**config.mk**
```make
export PLATFORM = sky130hd
export DESIGN_NAME = mips_multicycle_control
export DESIGN_NICKNAME = d
export VERILOG_FILES = /design/src/rtl/mips_multicycle_control.sv
export SDC_FILE = /design/constraint.sdc
export NUM_CORES = 1
export LEC_CHECK = 0
export ABC_AREA = 1
export CAP_MARGIN = 20
export CORE_MARGIN = 2
export CORE_UTILIZATION = 45
export CTS_CLUSTER_DIAMETER = 80
export DETAILED_ROUTE_END_ITERATION = 8
export PLACE_DENSITY = 0.75
export REMOVE_ABC_BUFFERS = 1
export SYNTH_ARGS = -nofsm -noshare
export SYNTH_HDL_FRONTEND = slang
export SYNTH_SLANG_ARGS = --single-unit
export TNS_END_PERCENT = 30
```
**constraint.sdc**
```tcl
create_clock -name clk -period 2.1 [get_ports clk]
set_input_delay 0.42 -clock clk [delete_from_list [all_inputs] [get_ports clk]]
set_output_delay 0.42 -clock clk [all_outputs]
set_load 0.01 [all_outputs]
```
**src/rtl/mips_multicycle_control.sv**
```systemverilog
// mips_multicycle_control
//   Multicycle main control FSM for the MIPS datapath. Steps each instruction
//   through fetch, decode, execute, memory and writeback states. It drives every
//   datapath enable and mux select, and it stalls on the memory-ready handshake.
//
// Ports
//   clk, rst_n      : clock (rising edge), asynchronous active-low reset
//   opcode          : IR opcode field, sampled in DECODE
//   mem_ready       : memory completes the current access this cycle
//   pc_write, pc_write_cond, i_or_d, mem_read, mem_write, ir_write,
//   mem_to_reg, reg_dst, reg_write, alu_src_a, alu_src_b[1:0],
//   pc_source[1:0], OpALU[1:0] : datapath controls, decoded from the state
//   illegal_op      : one-cycle pulse in DECODE on an unrecognised opcode
//   state_dbg       : current state encoding
//   instr_count     : retired-instruction count, wraps modulo 2^CNT_W
//
// Build option
//   MIPS_CTRL_ADDI_EN : when defined, addi is handled through ADDI_EX/ADDI_WB.
//                       Otherwise opcode 001000 is treated as illegal.

module mips_multicycle_control #(
    parameter int CNT_W = 32
) (
    input  logic             clk,
    input  logic             rst_n,
    input  logic [5:0]       opcode,
    input  logic             mem_ready,
    output logic             pc_write,
    output logic             pc_write_cond,
    output logic             i_or_d,
    output logic             mem_read,
    output logic             mem_write,
    output logic             ir_write,
    output logic             mem_to_reg,
    output logic             reg_dst,
    output logic             reg_write,
    output logic             alu_src_a,
    output logic [1:0]       alu_src_b,
    output logic [1:0]       pc_source,
    output logic [1:0]       OpALU,
    output logic             illegal_op,
    output logic [3:0]       state_dbg,
    output logic [CNT_W-1:0] instr_count
);

    localparam logic [5:0] OP_R    = 6'b000000;
    localparam logic [5:0] OP_LW   = 6'b100011;
    localparam logic [5:0] OP_SW   = 6'b101011;
    localparam logic [5:0] OP_BEQ  = 6'b000100;
    localparam logic [5:0] OP_J    = 6'b000010;
`ifdef MIPS_CTRL_ADDI_EN
    localparam logic [5:0] OP_ADDI = 6'b001000;
`endif

    typedef enum logic [3:0] {
        S_IDLE      = 4'd0,
        S_FETCH     = 4'd1,
        S_DECODE    = 4'd2,
        S_MEM_ADDR  = 4'd3,
        S_MEM_READ  = 4'd4,
        S_MEM_WB    = 4'd5,
        S_MEM_WRITE = 4'd6,
        S_EXECUTE   = 4'd7,
        S_R_WB      = 4'd8,
        S_BRANCH    = 4'd9,
        S_JUMP      = 4'd10,
        S_ADDI_EX   = 4'd11,
        S_ADDI_WB   = 4'd12
    } state_e;

    state_e             state_q, state_d;
    logic               is_lw_q, is_lw_d;   // lw vs sw, captured in DECODE for MEM_ADDR
    logic [CNT_W-1:0]   cnt_q, cnt_d;
    logic               retire;

    always_ff @(posedge clk or negedge rst_n) begin
        if (!rst_n) begin
            state_q <= S_IDLE;
            is_lw_q <= 1'b0;
            cnt_q   <= '0;
        end else begin
            state_q <= state_d;
            is_lw_q <= is_lw_d;
            cnt_q   <= cnt_d;
        end
    end

    always_comb begin
        state_d       = state_q;
        is_lw_d       = is_lw_q;
        pc_write      = 1'b0;
        pc_write_cond = 1'b0;
        i_or_d        = 1'b0;
        mem_read      = 1'b0;
        mem_write     = 1'b0;
        ir_write      = 1'b0;
        mem_to_reg    = 1'b0;
        reg_dst       = 1'b0;
        reg_write     = 1'b0;
        alu_src_a     = 1'b0;
        alu_src_b     = 2'b00;
        pc_source     = 2'b00;
        OpALU         = 2'b00;
        illegal_op    = 1'b0;
        case (state_q)
            S_IDLE: state_d = S_FETCH;
            S_FETCH: begin
                mem_read  = 1'b1;
                alu_src_b = 2'b01;
                // IR and PC+4 load only when the fetch actually completes.
                if (mem_ready) begin
                    ir_write = 1'b1;
                    pc_write = 1'b1;
                    state_d  = S_DECODE;
                end
            end
            S_DECODE: begin
                alu_src_b = 2'b11;
                is_lw_d   = (opcode == OP_LW);
                case (opcode)
                    OP_LW, OP_SW: state_d = S_MEM_ADDR;
                    OP_R:         state_d = S_EXECUTE;
                    OP_BEQ:       state_d = S_BRANCH;
                    OP_J:         state_d = S_JUMP;
`ifdef MIPS_CTRL_ADDI_EN
                    OP_ADDI:      state_d = S_ADDI_EX;
`endif
                    default: begin
                        illegal_op = 1'b1;
                        state_d    = S_FETCH;
                    end
                endcase
            end
            S_MEM_ADDR: begin
                alu_src_a = 1'b1;
                alu_src_b = 2'b10;
                state_d   = is_lw_q ? S_MEM_READ : S_MEM_WRITE;
            end
            S_MEM_READ: begin
                mem_read = 1'b1;
                i_or_d   = 1'b1;
                if (mem_ready) state_d = S_MEM_WB;
            end
            S_MEM_WB: begin
                reg_write  = 1'b1;
                mem_to_reg = 1'b1;
                state_d    = S_FETCH;
            end
            S_MEM_WRITE: begin
                mem_write = 1'b1;
                i_or_d    = 1'b1;
                if (mem_ready) state_d = S_FETCH;
            end
            S_EXECUTE: begin
                alu_src_a = 1'b1;
                OpALU     = 2'b10;
                state_d   = S_R_WB;
            end
            S_R_WB: begin
                reg_write = 1'b1;
                reg_dst   = 1'b1;
                state_d   = S_FETCH;
            end
            S_BRANCH: begin
                alu_src_a     = 1'b1;
                OpALU         = 2'b01;
                pc_write_cond = 1'b1;
                pc_source     = 2'b01;
                state_d       = S_FETCH;
            end
            S_JUMP: begin
                pc_write  = 1'b1;
                pc_source = 2'b10;
                state_d   = S_FETCH;
            end
`ifdef MIPS_CTRL_ADDI_EN
            S_ADDI_EX: begin
                alu_src_a = 1'b1;
                alu_src_b = 2'b10;
                state_d   = S_ADDI_WB;
            end
            S_ADDI_WB: begin
                reg_write = 1'b1;
                state_d   = S_FETCH;
            end
`endif
            // Unused encodings (and ADDI states when addi is disabled) recover
            // to FETCH with all outputs low.
            default: state_d = S_FETCH;
        endcase
    end

    // An instruction retires when a completing state hands back to FETCH.
    // IDLE->FETCH and illegal-op returns from DECODE are excluded.
    always_comb begin
        retire = 1'b0;
        if (state_d == S_FETCH) begin
            case (state_q)
                S_MEM_WB, S_MEM_WRITE, S_R_WB,
                S_BRANCH, S_JUMP, S_ADDI_WB: retire = 1'b1;
                default:                     retire = 1'b0;
            endcase
        end
        cnt_d = retire ? cnt_q + CNT_W'(1) : cnt_q;
    end

    assign state_dbg   = state_q;
    assign instr_count = cnt_q;

endmodule

```
==> run_results.csv <==
group,metric,value,unit
timing,tns,0,ns
floorplanning,num_rows,28,
layout,multi_input_area,0.00157,mm²
floorplanning,start_util,0.463,
worst_setup_path,arrival,1.67,ns
global_routing,track_usage,0.228,
drt,vias_per_cell,4.77,
power,cellInternalPower,1.56,mW
timing,tightest_slew,0.835,ns
layout,num_antenna_cells,0,
power,p_per_area,719,mW/mm²
placement,placed_cell_area,0.00346,mm²
timing,slew_violations,0,
clock_tree,htreeDepth,2,
drt,vias,2824,
yosys,yosysWarnings,0,
timing,setup_violations,0,
floorplanning,die_height,81.6,µm
yosys,synth_xor_area_frac,0.0421,
layout,nets,527,
global_routing,overflow,0,
floorplanning,io_pins,62,
run_status,status,"complete, no violations",
flow_run,maxCapViolCount,0,
drt,wirelength,7190,µm
worst_setup_path,slowest_stage,"clkdlybuf4s50_1",
worst_setup_path,cp_max_fo,2,
yosys,postSynthCellCount,441,
clock_tree,clk_latency,0.29,ns
global_routing,antenna_found_initial,0,
yosys,synthAdderAreaFrac,0.00462,
drt,final_antenna_net_count,0,
drt,post_drt_wl_per_cell,12.1,µm
power,pwr-share-seq,0.328,
worst_setup_path,cp_data_required_time,1.68,ns
yosys,yosys_register_bits,37,
worst_setup_path,crit_type,"in2out",
drt,first_pass_iters,4,
global_routing,grt_max_degree,38,
timing,maxSlewHeadroom,0.443,
drt,drc,0,
timing,rsz0062_at_grt,"yes",
layout,fin_area,0.00359,mm²
power,peakVddDrop,0.000728,V
layout,regArea,926,µm²
worst_setup_path,cp-end-kind,"primary output",
global_routing,grt_pass1_vias,2679,
worst_setup_path,critical-path-top-delay-family,"buffers and inverters",
worst_setup_path,cp_slowest_stage_delay,0.42,ns
floorplanning,die_x,81.6,µm
yosys,synth-compound-area-share,0.0264,
placement,dp_hpwl,5410,µm
power,p_sw_frac,0.397,
layout,area_growth,32.7,%
layout,drive_gt1_frac,0.126,
clock_tree,cts.path.max_buffers,2,
power,p_switching,1.02,mW
min_path,hold_path_class,"in2async",
clock_tree,cts_tree,"done",
clock_tree,clkTransAtPathRegs,0.07,ns
timing,max_freq,480,MHz
yosys,synth_top_family_by_area,"simple AND/OR/NAND/NOR gates",
yosys,synth_area_leaders,"dfrtp_1, nand2_1, nor2_1",
yosys,yosysTopAreaCell,"dfrtp_1",
drt,drt_iter0_markers,142,
yosys,synth_top_area_share,0.342,
power,pwr-share-comb,0.474,
floorplanning,die_area,0.00665,mm²
layout,fillers,585,
clock_tree,cts_made_buffers,5,
timing,finalCritPeriodShare,0.993,
yosys,synthMuxAreaShare,0,
placement,gp_congestion,0.864,
yosys,synth_area,0.00271,mm²
clock_tree,cts_sinks,37,
timing,finClkSkew,0.00280,ns
power,clockPowerShare,0.198,
worst_setup_path,path_buf_inv,3,
power,leakagePower,1.81,nW
placement,io_buffers,61,
global_routing,grt_pass1_wl,11900,µm
worst_setup_path,critPathLaunchType,"input pin",
yosys,seq_area_frac_synth,0.342,
timing,finalCriticalPeriod,2.09,ns
yosys,yosysUniqueCellTypes,23,
timing,hold_ws,0.229,ns
yosys,syn_avg_cell_area,6.14,µm²
clock_tree,clockRootBuffer,"clkbuf_8",
timing,hold_viol,0,
floorplanning,core,0.00585,mm²
yosys,synth-simple-area-share,0.488,
worst_setup_path,path_cells,"clkdlybuf4s50_1 > inv_1 > nand2_1 > nor2_2 > nand3_2 > nand2_2 > nor2_1 > dlygate4sd2_1",
[per-layer routing]
metal | share of wire | global-route usage
met5 | 0 | 0
met4 | 0.016 | 0.0424
met3 | 0.035 | 0.0330
met2 | 0.50 | 0.409
met1 | 0.44 | 0.293
[kinds of logic after synthesis]
family	Yosys count
AND/OR/NAND/NOR	322
flip-flops	37
AO/OA/AOI/OAI	12
adder cells (fa/ha/maj)	1
buffers and inverters	56
XOR/XNOR	13
[Yosys cell counts]
library cell	count
nand2_1	210
nor2_1	67
inv_1	48
dfrtp_1	37
nand3_1	18
nand2_2	12
xor2_1	9
buf_6	6
nor2_2	6
o21ai_0	4
o22ai_1	4
xnor2_1	4
a21oi_1	2
buf_4	2
nand3_2	2
nor2_4	2
or2_2	2
ha_1	1
nand3b_2	1
nand4_1	1
nor3_1	1
o2111ai_1	1
o31ai_1	1
[power groups by stage]
stage / clock network [mW] / logic, mW / registers [mW]
final: 0.511 / 1.22 / 0.848
after global routing: 0.559 / 1.34 / 0.857
after CTS: 0.522 / 1.18 / 0.845
after detailed placement: 0 / 1.21 / 0.858
after global placement: 0 / 1.19 / 0.855
after floorplan: 0 / 0.545 / 0.897
[area by class of cell]
type | count | area share
inverter | 48 | 0.0502
timing repair buffer | 77 | 0.206
multi-input combinational | 348 | 0.436
tap | 75 | 0.0261
clock buffer | 7 | 0.0240
sequential | 37 | 0.258
[what timing repair did]
| action | in CTS | in global routing |
|---|---|---|
| hold buffers | 0 | 0 |
| pin swaps | 2 | 14 |
| cloned | 0 | 0 |
| gates resized for setup | 20 | 23 |
| buffers inserted | 0 | 1 |
| setup endpoints to repair | 16 | 38 |
[flip-flops by register name (all words and copies together) (netlist names)]
name         cells
is_lw_q          1
state_dbg        4
instr_count     32
[final timing paths]
| kind | endpoint | cells past startpoint | startpoint | slack (ns) |
|---|---|---|---|---|
| max | illegal_op | 8 | opcode[2] | 0.01 |
| min | instr_count[31] | 1 | rst_n | 0.23 |
| max reg2reg | instr_count[21] | 8 | state_dbg[0] | 0.17 |
| min reg2reg | is_lw_q | 2 | is_lw_q | 0.50 |
| max in group asynchronous | instr_count[10] | 1 | rst_n | 1.35 |
| min in group clk | is_lw_q | 2 | is_lw_q | 0.50 |
[placed cells by master (no fill, tap or decap), drive strengths merged, types with 8 or more instances in the layout]
cell           count
nand2            222
nor2              75
inv               48
clkdlybuf4s50     40
dfrtp             37
nand3             20
buf               18
dlygate4sd2       14
xor2               9
clkbuf             8
[through the flow]
step	worst slack, ns	util	std cells	power, mW
after floorplan	0.374	-	433	1.44
after global placement	-0.182	0.592	584	2.05
after CTS	-0.112	0.605	591	2.55
final	0.0148	0.614	592	2.58
after global routing	-0.0653	0.614	592	2.76
after detailed placement	-0.227	0.592	584	2.07
Power figures use the tool's default switching activity.
